**src/rtl/out_drain_ctrlr.sv**
```systemverilog
// out_drain_ctrlr: drains finished output rows from per-core row memories into
// the global output memory. Cores with a finished row are served round-robin;
// each row is streamed one element per cycle and written in HWC order at
// base = tag * (IMG_W*OC). The core's buffer is released only after its last
// element has been written.
//
// state  | meaning
// IDLE   | waiting for start; done high
// ARB    | searching for a core with a finished row, starting at rr_ptr
// DRAIN  | reading the granted core's row memory, one address per cycle
// ACK    | last write lands; drained pulse to the granted core
// DONE   | all rows of the layer written; done high for one cycle

module out_drain_ctrlr #(
  parameter int NUM_CORE     = 4,
  parameter int OUTPUT_BW    = 8,
  parameter int OUT_PER_CORE = 14,
  parameter int ADDR_OUT     = 20,
  localparam int SEL_W       = (NUM_CORE > 1) ? $clog2(NUM_CORE) : 1
) (
  input  logic                        clk,
  input  logic                        reset,
  input  logic                        start,
  output logic                        done,
  input  logic [5:0]                  IMG_H,
  input  logic [5:0]                  IMG_W,
  input  logic [7:0]                  OC,
  input  logic [NUM_CORE-1:0]         which_core_result_valid,
  input  logic [NUM_CORE*6-1:0]       core_row_tag,
  output logic [NUM_CORE-1:0]         which_core_drained,
  output logic [SEL_W-1:0]            out_row_mem_sel,
  output logic                        out_row_mem_en,
  output logic [OUT_PER_CORE-1:0]     out_row_mem_addr,
  input  logic signed [OUTPUT_BW-1:0] out_row_mem_data,
  output logic signed [OUTPUT_BW-1:0] out_mem_data,
  output logic [ADDR_OUT-1:0]         out_mem_addr,
  output logic                        out_mem_we
);

  localparam int BASE_W = OUT_PER_CORE + 6;

  typedef enum logic [2:0] {
    ST_IDLE,
    ST_ARB,
    ST_DRAIN,
    ST_ACK,
    ST_DONE
  } state_t;

  state_t                  state;
  logic [5:0]              img_h_q;
  logic [5:0]              img_w_q;
  logic [7:0]              oc_q;
  logic [5:0]              rows_done;
  logic [SEL_W-1:0]        grant;
  logic [SEL_W-1:0]        rr_ptr;
  logic [ADDR_OUT-1:0]     base;
  logic                    en_d;
  logic [OUT_PER_CORE-1:0] rd_cnt_d;

  logic [OUT_PER_CORE-1:0] tile_len;
  logic                    hit;
  logic [SEL_W-1:0]        hit_idx;
  logic [SEL_W:0]          probe;
  logic [5:0]              hit_tag;
  logic [BASE_W-1:0]       base_full;

  // Row length comes from the values latched at start, never the live inputs.
  assign tile_len  = OUT_PER_CORE'(img_w_q) * OUT_PER_CORE'(oc_q);
  assign hit_tag   = core_row_tag[int'(hit_idx)*6 +: 6];
  assign base_full = BASE_W'(hit_tag) * BASE_W'(tile_len);

  // First valid core at or after rr_ptr, wrapping around.
  always_comb begin
    hit     = 1'b0;
    hit_idx = '0;
    probe   = '0;
    for (int i = 0; i < NUM_CORE; i++) begin
      probe = {1'b0, rr_ptr} + (SEL_W+1)'(i);
      if (probe >= (SEL_W+1)'(NUM_CORE)) probe = probe - (SEL_W+1)'(NUM_CORE);
      if (!hit && which_core_result_valid[probe[SEL_W-1:0]]) begin
        hit     = 1'b1;
        hit_idx = probe[SEL_W-1:0];
      end
    end
  end

  assign out_row_mem_sel = grant;

  // Row memory data arrives one cycle after the read, so the write side uses
  // the delayed enable/address paired with the live read data.
  assign out_mem_we   = en_d;
  assign out_mem_addr = en_d ? (base + ADDR_OUT'(rd_cnt_d)) : '0;
  assign out_mem_data = en_d ? out_row_mem_data : '0;

  // Sequencer with registered outputs, plus the one-cycle write-path delay.
  always_ff @(posedge clk) begin
    if (reset) begin
      state              <= ST_IDLE;
      img_h_q            <= '0;
      img_w_q            <= '0;
      oc_q               <= '0;
      rows_done          <= '0;
      grant              <= '0;
      rr_ptr             <= '0;
      base               <= '0;
      en_d               <= 1'b0;
      rd_cnt_d           <= '0;
      done               <= 1'b1;
      which_core_drained <= '0;
      out_row_mem_en     <= 1'b0;
      out_row_mem_addr   <= '0;
    end else begin
      en_d     <= out_row_mem_en;
      rd_cnt_d <= out_row_mem_addr;
      case (state)
        ST_IDLE: begin
          if (start) begin
            img_h_q   <= IMG_H;
            img_w_q   <= IMG_W;
            oc_q      <= OC;
            rows_done <= '0;
            rr_ptr    <= '0;
            if (IMG_H == 6'd0) begin
              state <= ST_DONE;
            end else begin
              state <= ST_ARB;
              done  <= 1'b0;
            end
          end
        end
        ST_ARB: begin
          if (hit) begin
            grant            <= hit_idx;
            base             <= ADDR_OUT'(base_full);
            out_row_mem_addr <= '0;
            if (tile_len == '0) begin
              // Empty row: nothing to read, release the buffer right away.
              which_core_drained <= NUM_CORE'(1) << hit_idx;
              state              <= ST_ACK;
            end else begin
              out_row_mem_en <= 1'b1;
              state          <= ST_DRAIN;
            end
          end
        end
        ST_DRAIN: begin
          if (out_row_mem_addr == tile_len - OUT_PER_CORE'(1)) begin
            out_row_mem_en     <= 1'b0;
            out_row_mem_addr   <= '0;
            which_core_drained <= NUM_CORE'(1) << grant;
            state              <= ST_ACK;
          end else begin
            out_row_mem_addr <= out_row_mem_addr + OUT_PER_CORE'(1);
          end
        end
        ST_ACK: begin
          which_core_drained <= '0;
          rows_done          <= rows_done + 6'd1;
          rr_ptr             <= (int'(grant) == NUM_CORE-1) ? '0 : grant + SEL_W'(1);
          if (7'(rows_done) + 7'd1 == 7'(img_h_q)) begin
            state <= ST_DONE;
            done  <= 1'b1;
          end else begin
            state <= ST_ARB;
          end
        end
        ST_DONE: begin
          state <= ST_IDLE;
        end
        default: begin
          state <= ST_IDLE;
          done  <= 1'b1;
        end
      endcase
    end
  end

endmodule

```
**config.mk**
```make
export PLATFORM = sky130hd
export DESIGN_NAME = out_drain_ctrlr
export DESIGN_NICKNAME = d
export VERILOG_FILES = /design/src/rtl/out_drain_ctrlr.sv
export SDC_FILE = /design/constraint.sdc
export NUM_CORES = 1
export LEC_CHECK = 0
export ABC_CLOCK_PERIOD_IN_PS = 10400
export CAP_MARGIN = 30
export CORE_ASPECT_RATIO = 0.6
export CORE_UTILIZATION = 30
export DETAILED_ROUTE_END_ITERATION = 7
export PLACE_DENSITY = 0.5
export SLEW_MARGIN = 15
export SYNTH_ARGS = -nofsm -noshare
export SYNTH_HDL_FRONTEND = slang
export SYNTH_SLANG_ARGS = --single-unit
```
**constraint.sdc**
```tcl
create_clock -name clk -period 10.4 [get_ports clk]
set_input_delay 3.12 -clock clk [delete_from_list [all_inputs] [get_ports clk]]
set_output_delay 3.12 -clock clk [all_outputs]
set_load 0.005 [all_outputs]
```
==> results by group <==
Synthesis
  – Ys flop type: dfxtp_1
  – Most frequent cells after synthesis: nand2_1, nor2_1, inv_1
  – Post-synth top area share: 0.198
  – Unique masters post-synth: 67
  – Flops & latches, synth: 88
  – Ys async rst share: 0
  – Largest family of logic cells by synthesized area: adder cells
  – Synth area leader: dfxtp_1
  – Most numerous cell in the Yosys netlist: nand2_1
  – Syn Inst Count: 1119
  – Post-Synth Adder-Cell Area: 0.264
  – Synth Area in Compound Gates: 0.134
  – Netlist Area Pre-Place: 0.00891 mm2
  – Number of synthesized flops with an enable pin: 0
  – Multiplexer share of the synthesized area: 0.0300
  – Syn Nets: 1321
  – Synth top area cells: dfxtp_1, fa_1, ha_1
  – YS warnings: 0
  – Syn Area/Cell: 7.96 um2
  – Register area share after synthesis: 0.198
  – Simple-gate portion of the synthesized area: 0.246
  – XOR/XNOR share of the synthesized area: 0.0664

Clock tree
  – TritonCTS clock tree: yes
  – Hold Buf Count CTS: 0
  – Post_cts resized: 0
  – Reg clk slew, reported paths: 70 ps
  – CTS Sinks: 88
  – Root buf cell: clkbuf_16
  – Clock Latency Late Sink: 350 ps
  – CTS Buffer Depth: 2
  – CTS buffer count: 9
  – # H-tree levels: 3
  – Post-CTS Setup Bufs: 0

Detailed routing
  – Vias: 7829
  – First DRT Iteration DRCs: 426
  – DRC viols: 0
  – Final Routed Wirelength: 25600 um
  – Drt pass-1 iters: 5
  – Detail Route Antenna Nets: 0
  – Vias/cell: 4.87
  – Routed WL per cell: 16.0 um

Die
  – Initial Utilization: 0.308
  – Die width: 225 um
  – Die ar.: 0.0304 mm2
  – Core footprint: 0.0289 mm2
  – I/O pin count: 110
  – Rows: 48
  – Die height: 136 um

Worst setup path
  – Worst Setup End Kind: register
  – Setup crit start kind: primary input
  – Capturing point of the worst reg2reg path: base[18]$_SDFFE_PP0P_
  – Crit path DAT: 9740 ps
  – Internal reg-to-reg setup slack: 2520 ps
  – Worst EP required: 10650 ps
  – RR Startpoint: oc_q[0]$_SDFFE_PP0P_
  – Critical path fanouts, max: 7
  – CP Class: primary input to register
  – Cells on worst reg2reg path: 26

Finish
  – Share of layout cells above drive strength 1: 0.0414
  – Fin nets: 1405
  – Antenna Cells: 0
  – Layout overhead on the synthesized area: 20.5%

Timing
  – Setup TNS: 0 ps
  – Pins Over Slew Limit: 0
  – Number of setup violations in the final report: 0
  – Final hold vios: 0
  – Crit path time final: 9490 ps
  – Least-Margin Pin Slew: 1030 ps
  – Slew margin rel.: 0.306
  – Fmax: 105 MHz
  – Worst-case clock skew: 9.64 ps
  – Final period util: 0.912
  – Unrepaired setup endpoints after global routing: no

Power
  – Net Sw Frac: 0.387
  – Switch Pwr: 0.494 mW
  – Pwr/cell area: 119 mW/mm2
  – Clock power share: 0.298
  – Tot Pwr: 1.28 mW
  – Lkg Pwr: 4.57 nW
  – Seq pwr share: 0.318
  – Logic pwr share: 0.384
  – Int Pwr: 0.782 mW
  – Max VDD drop: 91.2 uV

Hold path
  – Min-Delay Endpoint: base[10]$_SDFFE_PP0P_
  – Min-delay src: base[10]$_SDFFE_PP0P_
  – Hold depth: 2
  – Worst min path class: register to register

Place
  – PortBufs: 109
  – DP HPWL: 20700 um
  – GP Congestion: 0.899

GRT
  – Total congestion overflow: 0
  – Initial antenna violation count: 0
  – First-pass GRT wire length: 41900 um
  – Vias in the first global route: 7808
  – GRT Util Overall: 0.175
  – Largest net degree at the start of global routing: 82

Job
  – Max_cap viols: 0

Outcome
  – Run status: finished, final reports clean
worst max-delay path by stage:
stage / cells after the start / slack, ps / startpoint / endpoint
4_1_cts: 22 / 980 / which_core_result_valid[0] / base[18]$_SDFFE_PP0P_
3_5_place_dp: 22 / 650 / which_core_result_valid[0] / base[18]$_SDFFE_PP0P_
3_3_place_gp: 23 / 880 / which_core_result_valid[0] / base[17]$_SDFFE_PP0P_
5_1_grt: 22 / 320 / which_core_result_valid[0] / base[18]$_SDFFE_PP0P_
2_1_floorplan: 23 / 1840 / which_core_result_valid[2] / base[17]$_SDFFE_PP0P_
6_report: 22 / 910 / which_core_result_valid[0] / base[18]$_SDFFE_PP0P_
area by class of cell:
type	count	area, um2
Clock buffer	10	239
Clock inverter	6	97.6
Fill cell	3108	18200
Inverter	102	383
Multi-Input combinational cell	884	6610
Sequential cell	88	1760
Tap cell	400	500
Timing Repair Buffer	118	1150
flip-flops by register name, indices dropped and copies added, names as in the netlist:
| name | count |
|---|---|
| out_row_mem_sel | 2 |
| which_core_drained | 4 |
| img_h_q | 6 |
| rr_ptr | 2 |
| state | 3 |
| out_mem_we | 1 |
| img_w_q | 6 |
| rows_done | 6 |
| done | 1 |
| rd_cnt_d | 14 |
| out_row_mem_en | 1 |
| oc_q | 8 |
| out_row_mem_addr | 14 |
| base | 20 |
cell usage in the layout (no fill, tap or decap), types with 25 or more instances in the layout:
cell type,synthesis,final
a21oi_1,73,73
and2_1,45,45
clkdlybuf4s50_1,0,108
dfxtp_1,88,88
fa_1,75,75
ha_1,68,68
inv_1,102,102
nand2_1,165,165
nor2_1,111,111
nor3_1,27,25
o21ai_0,26,26
xnor2_1,45,45
power groups by stage:
| stage | clock, mW | combinational [mW] | sequential [mW] |
|---|---|---|---|
| global placement | 0 | 0.484 | 0.414 |
| floorplan | 0 | 0.346 | 0.390 |
| finish | 0.380 | 0.490 | 0.405 |
| CTS | 0.391 | 0.490 | 0.406 |
| detailed placement | 0 | 0.485 | 0.414 |
| global route | 0.402 | 0.548 | 0.413 |
routing by layer:
metal | track usage | wire length, um | up-vias
met4 | 0.0378 | 310 | 0
met3 | 0.0345 | 1530 | 21
li1 | - | - | 3890
met5 | 0 | 0 | -
met1 | 0.267 | 13700 | 3719
met2 | 0.250 | 10100 | 199
cells by family after synthesis:
| kind of cell | count (synthesis) |
|---|---|
| buffers and inverters | 147 |
| flip-flops | 88 |
| multiplexers | 26 |
| AND/OR/NAND/NOR | 463 |
| AO/OA/AOI/OAI | 186 |
| XOR/XNOR | 66 |
| adder cells (fa/ha/maj) | 143 |
critical path, cell delays in order:
cell and delay (ps):
clkdlybuf4s50_1 550, a21oi_1 90, o21a_1 190, o22ai_2 430
mux2_2 390, o21ai_0 690, nor2_1 140, fa_1 510
inv_1 50, fa_1 480, fa_1 550, inv_1 40
ha_1 330, a21o_1 210, a2111oi_0 650, o31ai_1 190
o21ai_0 280, a21oi_1 150, a31oi_1 270, o21bai_1 110
xnor2_1 130, o31ai_1 170
stage by stage:
stage	area [um2]	hold WS (ps)	instances	utilization	worst slack (ps)
after floorplan	8910	436	1119	-	1840
after global placement	10400	452	1591	0.359	881
after detailed placement	10400	454	1591	0.359	647
after CTS	10700	466	1607	0.371	982
after global routing	10700	490	1608	0.371	324
final	10700	465	1608	0.371	914
(Power assumes the default switching activity.)
